==> src/rtl/button_conditioner_if.sv <==
// button_conditioner_if
//   Bundles the button pins and the conditioned outputs of button_conditioner.
//   master : board / game-control side (drives btn_n, consumes results)
//   slave  : button_conditioner itself
//   Signals:
//     btn_n         raw active-low button pins, asynchronous to clk
//     btn_level     debounced level, 1 = pressed
//     press_pulse   one-cycle pulse on a 0->1 change of btn_level
//     release_pulse one-cycle pulse on a 1->0 change of btn_level
//     press_count   population count of press_pulse in the same cycle
//     ready         every channel has completed its initial debounce
interface button_conditioner_if #(
    parameter int N_BTN = 5
);
    localparam int PC_W = $clog2(N_BTN + 1);

    logic [N_BTN-1:0] btn_n;
    logic [N_BTN-1:0] btn_level;
    logic [N_BTN-1:0] press_pulse;
    logic [N_BTN-1:0] release_pulse;
    logic [PC_W-1:0]  press_count;
    logic             ready;

    modport master (
        output btn_n,
        input  btn_level, press_pulse, release_pulse, press_count, ready
    );

    modport slave (
        input  btn_n,
        output btn_level, press_pulse, release_pulse, press_count, ready
    );
endinterface

==> src/rtl/button_conditioner.sv <==
// button_conditioner
//   Synchronises, debounces and edge-detects N_BTN active-low buttons.
//   Ports:
//     clk    single clock, rising edge
//     reset  synchronous, active-high
//     bus    button_conditioner_if.slave (btn_n in; btn_level, press_pulse,
//            release_pulse, press_count, ready out)
//   A level change is accepted after DEBOUNCE_CYCLES consecutive differing
//   samples; pulses and press_count are registered alongside btn_level.
module button_conditioner #(
    parameter int N_BTN           = 5,
    parameter int DEBOUNCE_CYCLES = 250000,
    parameter int CNT_W           = 18
) (
    input  logic                  clk,
    input  logic                  reset,
    button_conditioner_if.slave   bus
);
    localparam int              PC_W = $clog2(N_BTN + 1);
    localparam logic [CNT_W-1:0] LAST = CNT_W'(DEBOUNCE_CYCLES - 1);

    typedef enum logic {
        INIT   = 1'b0,
        STABLE = 1'b1
    } state_t;

    logic [N_BTN-1:0] r_sync1;
    logic [N_BTN-1:0] r_sync2;
    logic [1:0]       r_vld;
    state_t           r_state [N_BTN];
    logic [CNT_W-1:0] r_cnt   [N_BTN];
    logic [N_BTN-1:0] r_prev;
    logic [N_BTN-1:0] r_level;
    logic [N_BTN-1:0] r_press;
    logic [N_BTN-1:0] r_release;
    logic [PC_W-1:0]  r_press_count;
    logic             r_ready;

    logic [N_BTN-1:0] w_s;
    state_t           w_state_nxt [N_BTN];
    logic [CNT_W-1:0] w_cnt_nxt   [N_BTN];
    logic [N_BTN-1:0] w_prev_nxt;
    logic [N_BTN-1:0] w_level_nxt;
    logic [N_BTN-1:0] w_press_nxt;
    logic [N_BTN-1:0] w_release_nxt;
    logic [PC_W-1:0]  w_press_count_nxt;
    logic             w_all_stable;

    assign w_s = ~r_sync2;

    // r_vld tracks how far the synchroniser has filled since reset. The
    // channel FSMs only compare once r_vld[1] is set, so the first comparison
    // after reset lands on the third edge, same as for a raw input edge.
    always_comb begin
        w_prev_nxt        = r_prev;
        w_level_nxt       = r_level;
        w_press_nxt       = '0;
        w_release_nxt     = '0;
        w_press_count_nxt = '0;
        w_all_stable      = 1'b1;
        for (int unsigned i = 0; i < N_BTN; i++) begin
            w_state_nxt[i] = r_state[i];
            w_cnt_nxt[i]   = r_cnt[i];
            if (r_state[i] != STABLE) begin
                w_all_stable = 1'b0;
            end
            if (r_vld[1]) begin
                case (r_state[i])
                    INIT: begin
                        if (w_s[i] == r_prev[i]) begin
                            if (r_cnt[i] == LAST) begin
                                // Initial level is adopted silently: no pulse.
                                w_level_nxt[i] = w_s[i];
                                w_cnt_nxt[i]   = '0;
                                w_state_nxt[i] = STABLE;
                            end else begin
                                w_cnt_nxt[i] = r_cnt[i] + CNT_W'(1);
                            end
                        end else begin
                            w_cnt_nxt[i]  = '0;
                            w_prev_nxt[i] = w_s[i];
                        end
                    end
                    STABLE: begin
                        if (w_s[i] == r_level[i]) begin
                            w_cnt_nxt[i] = '0;
                        end else if (r_cnt[i] == LAST) begin
                            w_level_nxt[i]   = w_s[i];
                            w_cnt_nxt[i]     = '0;
                            w_press_nxt[i]   = w_s[i];
                            w_release_nxt[i] = ~w_s[i];
                        end else begin
                            w_cnt_nxt[i] = r_cnt[i] + CNT_W'(1);
                        end
                    end
                    default: w_state_nxt[i] = INIT;
                endcase
            end
        end
        for (int unsigned i = 0; i < N_BTN; i++) begin
            w_press_count_nxt = w_press_count_nxt + PC_W'(w_press_nxt[i]);
        end
    end

    always_ff @(posedge clk) begin
        if (reset) begin
            r_sync1       <= '1;
            r_sync2       <= '1;
            r_vld         <= '0;
            r_prev        <= '0;
            r_level       <= '0;
            r_press       <= '0;
            r_release     <= '0;
            r_press_count <= '0;
            r_ready       <= 1'b0;
            for (int unsigned i = 0; i < N_BTN; i++) begin
                r_state[i] <= INIT;
                r_cnt[i]   <= '0;
            end
        end else begin
            r_sync1       <= bus.btn_n;
            r_sync2       <= r_sync1;
            r_vld         <= {r_vld[0], 1'b1};
            r_prev        <= w_prev_nxt;
            r_level       <= w_level_nxt;
            r_press       <= w_press_nxt;
            r_release     <= w_release_nxt;
            r_press_count <= w_press_count_nxt;
            r_ready       <= r_ready | w_all_stable;
            for (int unsigned i = 0; i < N_BTN; i++) begin
                r_state[i] <= w_state_nxt[i];
                r_cnt[i]   <= w_cnt_nxt[i];
            end
        end
    end

    assign bus.btn_level     = r_level;
    assign bus.press_pulse   = r_press;
    assign bus.release_pulse = r_release;
    assign bus.press_count   = r_press_count;
    assign bus.ready         = r_ready;
endmodule

==> src/flat_wrapper.sv <==
// flat-port wrapper written by rule: the top's interface ports become plain ports
module button_conditioner_flat 
#(
    parameter int N_BTN           = 5,
    parameter int DEBOUNCE_CYCLES = 250000,
    parameter int CNT_W           = 18
)
  (clk, reset, bus_btn_n, bus_btn_level, bus_press_pulse, bus_release_pulse, bus_press_count, bus_ready);
  button_conditioner_if #(.N_BTN(N_BTN)) bus_i ();
  input  logic clk;
  input  logic reset;
  input wire logic [$bits(bus_i.btn_n)-1:0] bus_btn_n;
  output wire logic [$bits(bus_i.btn_level)-1:0] bus_btn_level;
  output wire logic [$bits(bus_i.press_pulse)-1:0] bus_press_pulse;
  output wire logic [$bits(bus_i.release_pulse)-1:0] bus_release_pulse;
  output wire logic [$bits(bus_i.press_count)-1:0] bus_press_count;
  output wire logic [$bits(bus_i.ready)-1:0] bus_ready;
  assign bus_i.btn_n = bus_btn_n;
  assign bus_btn_level = bus_i.btn_level;
  assign bus_press_pulse = bus_i.press_pulse;
  assign bus_release_pulse = bus_i.release_pulse;
  assign bus_press_count = bus_i.press_count;
  assign bus_ready = bus_i.ready;
  button_conditioner #(.N_BTN(N_BTN), .DEBOUNCE_CYCLES(DEBOUNCE_CYCLES), .CNT_W(CNT_W)) u_core (.clk(clk), .reset(reset), .bus(bus_i));
endmodule
==> config.mk <==
export PLATFORM = sky130hd
export DESIGN_NAME = button_conditioner_flat
export DESIGN_NICKNAME = d
export VERILOG_FILES = /design/src/rtl/button_conditioner_if.sv /design/src/rtl/button_conditioner.sv /design/src/flat_wrapper.sv
export SDC_FILE = /design/constraint.sdc
export NUM_CORES = 1
export LEC_CHECK = 0
export ABC_AREA = 1
export CORE_MARGIN = 1.5
export CORE_UTILIZATION = 57
export CTS_BUF_LIST = sky130_fd_sc_hd__clkbuf_4
export CTS_CLUSTER_SIZE = 30
export DETAILED_ROUTE_END_ITERATION = 8
export PLACE_DENSITY_LB_ADDON = 0.2
export SLEW_MARGIN = 20
export SYNTH_ARGS = -nofsm -noshare
export SYNTH_HDL_FRONTEND = slang
export SYNTH_SLANG_ARGS = --single-unit
==> constraint.sdc <==
create_clock -name clk -period 2.4 [get_ports clk]
set_input_delay 0.36 -clock clk [delete_from_list [all_inputs] [get_ports clk]]
set_output_delay 0.36 -clock clk [all_outputs]
set_load 0.01 [all_outputs]
==> results.py, run 1 <==
metrics = {
    "run_status": {
        "status": "finished with violations",
        "violations": "negative setup slack",
    },
    "timing": {
        "finalMaxSlewViolations": 0,
        "timing.final.ws_setup_ns": -0.2005,
        "fin_skew_ns": 0.01620,
        "finalHoldViolCount": 0,
        "finalCriticalPeriod_ns": 2.600,
        "setup_violations": 2,
        "fin_setup_tns_ns": -0.3292,
        "worst_pin_slew_ns": 0.4127,
        "timing.hold.ws_ns": 0.3608,
        "fmax_ghz": 0.3845,
        "grt_setup_unrepaired": "yes",
        "slew_headroom": 0.7249,
        "fin_crit_sh": 1.084,
    },
    "route": {
        "viasPerCell": 4.956,
        "routed_wl_um": 14070,
        "wl_per_cell_um": 11.37,
        "drc_errors": 0,
        "first_pass_iters": 5,
        "via_count": 6131,
        "drtIter0Drc": 378,
        "drt.antenna.violating_nets": 0,
    },
    "clocking": {
        "clk_pin_slew_ns": 0.11,
        "cts_tree": "yes",
        "cts-root-buf": "clkbuf_4",
        "htreeDepth": 4,
        "cts.path.max_buffers": 2,
        "cts_num_sinks": 131,
        "insertion_delay_ns": 0.55,
        "cts_buffers": 17,
    },
    "critical_path": {
        "rr_worst_depth": 11,
        "r2r-end": "u_core.bus.press_count[1]",
        "arrival_ns": 3.10,
        "endpoint": "u_core.bus.press_count[1]",
        "critPathMaxFanout": 2,
        "cp-end-kind": "flip-flop",
        "worstSetupPathType": "reg2reg",
        "start_kind": "flip-flop",
        "regToRegSetupSlack_ns": -0.20,
        "reg2reg_from": "u_core.r_cnt[0][19]",
        "startpoint": "u_core.r_cnt[0][19]",
        "required_ns": 2.90,
    },
    "placement": {
        "placed_cell_area_um2": 7705,
        "dp_hpwl_um": 10410,
        "routabilityCongestion": 0.8607,
        "port_buffers": 25,
        "pre_cts_ws_ns": -0.2588,
    },
    "yosys": {
        "synth_flop_cell": "dfxtp_1",
        "synth_commonest_cells": "nand2_1, nor2_1, dfxtp_1",
        "syn_inst": 968,
        "synth_nets": 984,
        "syn_area_per_cell_um2": 6.937,
        "yosys_warnings": 0,
        "synth_area_leaders": "dfxtp_1, nand2_1, nor2_1, nand3_1, inv_1",
        "synth_edf_count": 0,
        "synth.cell_area_um2": 6715,
        "synth.largest_area_cell": "dfxtp_1",
        "synth_top_area_frac": 0.3905,
        "async_reset_ff_frac": 0,
        "ys_ff_latch": 131,
        "yosysSeqAreaShare": 0.3905,
        "synthDistinctLibCells": 37,
    },
    "final_layout": {
        "syn2layout_area_growth_pct": 18.61,
        "fin_area_um2": 7965,
        "drive_above_1_share": 0.1647,
        "fin_nets": 1097,
    },
    "floorplan": {
        "num_rows": 39,
        "core_area_um2": 11470,
        "die_y_um": 111.5,
        "die_x_um": 111.5,
        "start_util": 0.5856,
        "die_area_um2": 12440,
        "num_io_pins": 26,
    },
    "grt": {
        "gr-usage-met1": 0.3153,
        "use_met3": 0.05335,
        "top_usage_layer": "met2",
        "grt_util_met2": 0.3914,
        "gr-total-overflow": 0,
        "grt_use_total": 0.2390,
        "antenna_found_initial": 1,
        "grt_max_degree": 38,
        "grt_pass1_vias": 5660,
        "grt_pass1_wl_um": 24530,
    },
    "power_and_ir_drop": {
        "p_leak_nw": 3.347,
        "irDropWorstVdd_mv": 0.3628,
        "power_mw": 3.714,
        "power.density_nw_per_um2": 466.2,
    },
    "worst_hold_path": {
        "hold_path.class": "in2reg",
    },
    "flow_run": {
        "drv_cap": 0,
    },
}
## sequential cells by signal (all words and copies together) (netlist names)
name / count
u_core.r_cnt: 90
u_core.bus.btn_level: 5
u_core.bus.press_pulse: 5
u_core.bus.release_pulse: 5
u_core.r_prev: 5
u_core.r_state: 5
u_core.r_sync1: 5
u_core.r_sync2: 5
u_core.bus.press_count: 3
u_core.r_vld: 2
u_core.bus.ready: 1
## layout make-up
cell class | instances | area [µm²]
antenna | 1 | 2.502
clock buffer | 19 | 142.6
clock inverter | 12 | 91.34
fill | 959 | 3502
inverter | 112 | 420.4
multi-input combinational | 702 | 3561
sequential | 131 | 2628
tap | 143 | 178.9
timing repair buffer | 117 | 940.9
## routing by layer
| metal | wire length, µm | vias up |
|---|---|---|
| met5 | 0 | - |
| met4 | 196 | 0 |
| met3 | 675 | 16 |
| met2 | 6453 | 120 |
| met1 | 6744 | 2726 |
| li1 | - | 3269 |
## worst min-delay path by stage
stage | startpoint | end | slack [ns] | depth (start not counted)
final | bus_btn_n[3] | u_core.r_sync1[3] | 0.36 | 2
after global routing | bus_btn_n[3] | u_core.r_sync1[3] | 0.34 | 2
after CTS | bus_btn_n[3] | u_core.r_sync1[3] | 0.33 | 2
after detailed placement | u_core.r_vld[0] | u_core.r_vld[1] | 0.39 | 2
after global placement | u_core.r_vld[0] | u_core.r_vld[1] | 0.38 | 2
after floorplan | u_core.r_vld[0] | u_core.r_vld[1] | 0.39 | 2
## cells by family (layout without fill, tap and decap cells)
logic type	after synthesis	after routing	share of synthesized area
simple gates	600	600	0.3941
buf+inv	135	260	0.08664
flops	131	131	0.3905
xor+xnor	55	55	0.07174
compound gates	37	37	0.03652
fa+ha+maj	9	9	0.01900
mux	1	1	0.001491
other cells	0	1	0
## worst max-delay path, stage by stage (launching register included)
cell     delay (ns)
dfxtp_2        0.37
ha_4           0.14
nand2_2        0.06
nor2_4         0.13
nand3_4        0.09
nor4_4         0.27
ha_1           0.27
fa_1           0.44
ha_2           0.19
fa_1           0.50
inv_1          0.04
nor2_1         0.06
## repair_timing
item	in CTS	in global routing
hold buffers	0	0
endpoints found under the setup margin	2	3
resized for setup	0	2
pin swaps	3	2
buffers inserted	1	0
## stage by stage
| step | std cells | utilization |
|---|---|---|
| 2_1_floorplan | 968 | - |
| 5_1_grt | 1237 | 0.6946 |
| 6_report | 1237 | 0.6946 |
| 3_5_place_dp | 1204 | 0.6719 |
| 3_3_place_gp | 1204 | 0.6719 |
| 4_1_cts | 1236 | 0.6930 |
## placed cells by master (no fill, tap or decap), types with 2 or more instances in the layout
cell,instances
fa_1,2
o22ai_1,2
nor3_1,16
ha_1,5
clkinv_2,6
o21bai_1,8
and2_1,3
clkinv_1,2
nand3b_1,4
nor2_4,4
nand2_4,6
a31o_2,4
xnor2_1,15
nor2_2,14
clkbuf_4,19
nor2_1,206
nand2_1,205
nand3_1,85
buf_4,92
nand2_2,10
dfxtp_2,4
a21oi_1,13
nand4_1,29
nor2b_1,2
clkinvlp_4,2
o21ai_0,3
xor2_1,40
clkdlybuf4s50_1,25
dfxtp_1,127
or2_2,12
inv_1,111
a311oi_1,5
## where the power goes
group	internal [mW]	switching, mW	total [mW]	leakage [nW]
Combinational	0.0808	0.132	0.212	2.15
Sequential	2.20	0.0168	2.22	1.06
Clock	0.514	0.771	1.29	0.133
Total	2.79	0.920	3.71	3.35
Note: power is estimated with default switching activity, not from simulation.
==> run 2: changes to the inputs <==
--- a/config.mk
+++ b/config.mk
@@ -12,6 +12,7 @@
 export CTS_CLUSTER_SIZE = 30
 export DETAILED_ROUTE_END_ITERATION = 8
 export PLACE_DENSITY_LB_ADDON = 0.2
+export SKIP_CTS_REPAIR_TIMING = 1
 export SLEW_MARGIN = 20
 export SYNTH_ARGS = -nofsm -noshare
 export SYNTH_HDL_FRONTEND = slang
==> results.py, run 2 (synthesis results as in run 1) <==
metrics = {
    "run_status": {
        "status": "finished with violations",
        "violations": "negative setup slack",
    },
    "placement": {
        "routabilityCongestion": 0.8607,
        "port_buffers": 25,
        "dp_hpwl_um": 10410,
    },
    "timing": {
        "timing.final.ws_setup_ns": -0.2558,
        "timing.hold.ws_ns": 0.3663,
        "fin_skew_ns": 0.01500,
        "finalCriticalPeriod_ns": 2.656,
        "worst_pin_slew_ns": 0.4146,
        "fmax_ghz": 0.3765,
        "finalHoldViolCount": 0,
        "slew_headroom": 0.7236,
        "finalMaxSlewViolations": 0,
        "grt_setup_unrepaired": "yes",
        "setup_violations": 2,
        "fin_crit_sh": 1.107,
    },
    "grt": {
        "grt_pass1_wl_um": 24430,
        "grt_max_degree": 38,
        "grt_use_total": 0.2380,
        "grt_pass1_vias": 5646,
        "gr-total-overflow": 0,
        "antenna_found_initial": 1,
    },
    "route": {
        "wl_per_cell_um": 11.33,
        "drtIter0Drc": 345,
        "via_count": 6110,
        "viasPerCell": 4.939,
        "routed_wl_um": 14020,
        "drc_errors": 0,
        "first_pass_iters": 5,
        "drt.antenna.violating_nets": 0,
    },
    "critical_path": {
        "arrival_ns": 3.15,
        "critPathSlowestCell": "fa_1",
        "critPathMaxFanout": 4,
        "critPathMostFrequentCell": "fa_1",
        "worstSetupPathType": "reg2reg",
        "cp-end-kind": "flip-flop",
        "required_ns": 2.89,
        "max_stage_delay_ns": 0.50,
        "cp_cell_sequence": "ha_4 -> nand2_2 -> nor2_4 -> nand3_4 -> nor4_4 -> ha_1 -> fa_1 -> ha_2 -> fa_1 -> inv_1 -> nor2_1",
        "start_kind": "flip-flop",
    },
    "flow_run": {
        "drv_cap": 0,
    },
    "worst_hold_path": {
        "hold_path.class": "in2reg",
    },
    "floorplan": {
        "num_rows": 39,
        "num_io_pins": 26,
        "die_area_um2": 12440,
        "die_x_um": 111.5,
        "core_area_um2": 11470,
        "start_util": 0.5856,
        "die_y_um": 111.5,
    },
    "clocking": {
        "insertion_delay_ns": 0.54,
        "cts_buffers": 17,
        "cts_tree": "yes",
        "cts_num_sinks": 131,
        "cts-root-buf": "clkbuf_4",
        "clk_pin_slew_ns": 0.11,
        "cts.path.max_buffers": 2,
        "htreeDepth": 4,
    },
    "final_layout": {
        "largest_reg_flops": 90,
        "mostFrequentLayoutCells": "nor2_1, nand2_1, dfxtp_1",
        "drive_above_1_share": 0.1647,
        "mostFrequentLayoutCell": "nor2_1",
        "syn2layout_area_growth_pct": 18.61,
        "fin_nets": 1097,
        "largest_register": "u_core.r_cnt",
        "utilization": 0.6946,
    },
    "power_and_ir_drop": {
        "power.density_nw_per_um2": 465.9,
        "power_frac_seq": 0.597,
        "power.internal_mw": 2.794,
        "p_leak_nw": 3.347,
        "irDropWorstVdd_mv": 0.3627,
        "power_switching_mw": 0.9172,
        "power_frac_clock": 0.346,
        "swShare": 0.2471,
        "power_frac_comb": 0.057,
    },
}
[run 2: cell counts in the layout (fill, tap and decap cells not counted)]
No cell type changed its count.
[run 2: area by class of cell]
type,count,area [µm²]
multi-input combinational,702,3561
fill,961,3502
antenna,1,2.502
tap,143,178.9
inverter,112,420.4
clock inverter,12,91.34
sequential,131,2628
timing repair buffer,117,940.9
clock buffer,19,142.6
[run 2: stage by stage]
stage	setup TNS [ns]	instance area [µm²]	power [mW]	cells	worst slack (ns)
detailed placement	-0.4365	7705	2.479	1204	-0.2588
global placement	-0.3792	7705	2.474	1204	-0.2282
finish	-0.4389	7965	3.711	1237	-0.2558
global route	-0.7546	7965	3.864	1237	-0.3859
floorplan	-0.1626	6764	2.431	968	-0.1150
CTS	-0.4637	7939	3.754	1235	-0.2719
[run 2: path summary, 6_finish.rpt]
kind	from	to	slack (ns)	depth (start not counted)
worst max register to register	u_core.r_cnt[0][19]	u_core.bus.press_count[1]	-0.26	11
worst max-delay path	u_core.r_cnt[0][19]	u_core.bus.press_count[1]	-0.26	11
worst min register to register	u_core.r_vld[0]	u_core.r_vld[1]	0.41	2
worst min-delay path	bus_btn_n[3]	u_core.r_sync1[3]	0.37	2
[run 2: routing by layer]
layer | up-vias | global-route usage | share of wire
met1 | 2715 | 0.3139 | 0.48
li1 | 3261 | - | -
met2 | 116 | 0.3902 | 0.46
met3 | 18 | 0.05335 | 0.043
met4 | 0 | 0.07595 | 0.014
met5 | - | 0 | 0
[run 2: critical path, delay by kind of cell (launching register included)]
kind	cells	cell delay [ns]
AND/OR/NAND/NOR	5	0.66
buffers and inverters	1	0.04
adder cells (fa/ha/maj)	5	1.55
flip-flops	1	0.37
[run 2: power by group through the flow]
stage | Combinational [mW] | Sequential, mW | Clock (mW)
floorplan | 0.165 | 2.27 | 0
global placement | 0.209 | 2.26 | 0
detailed placement | 0.213 | 2.27 | 0
CTS | 0.213 | 2.22 | 1.33
global route | 0.238 | 2.22 | 1.41
finish | 0.212 | 2.22 | 1.28
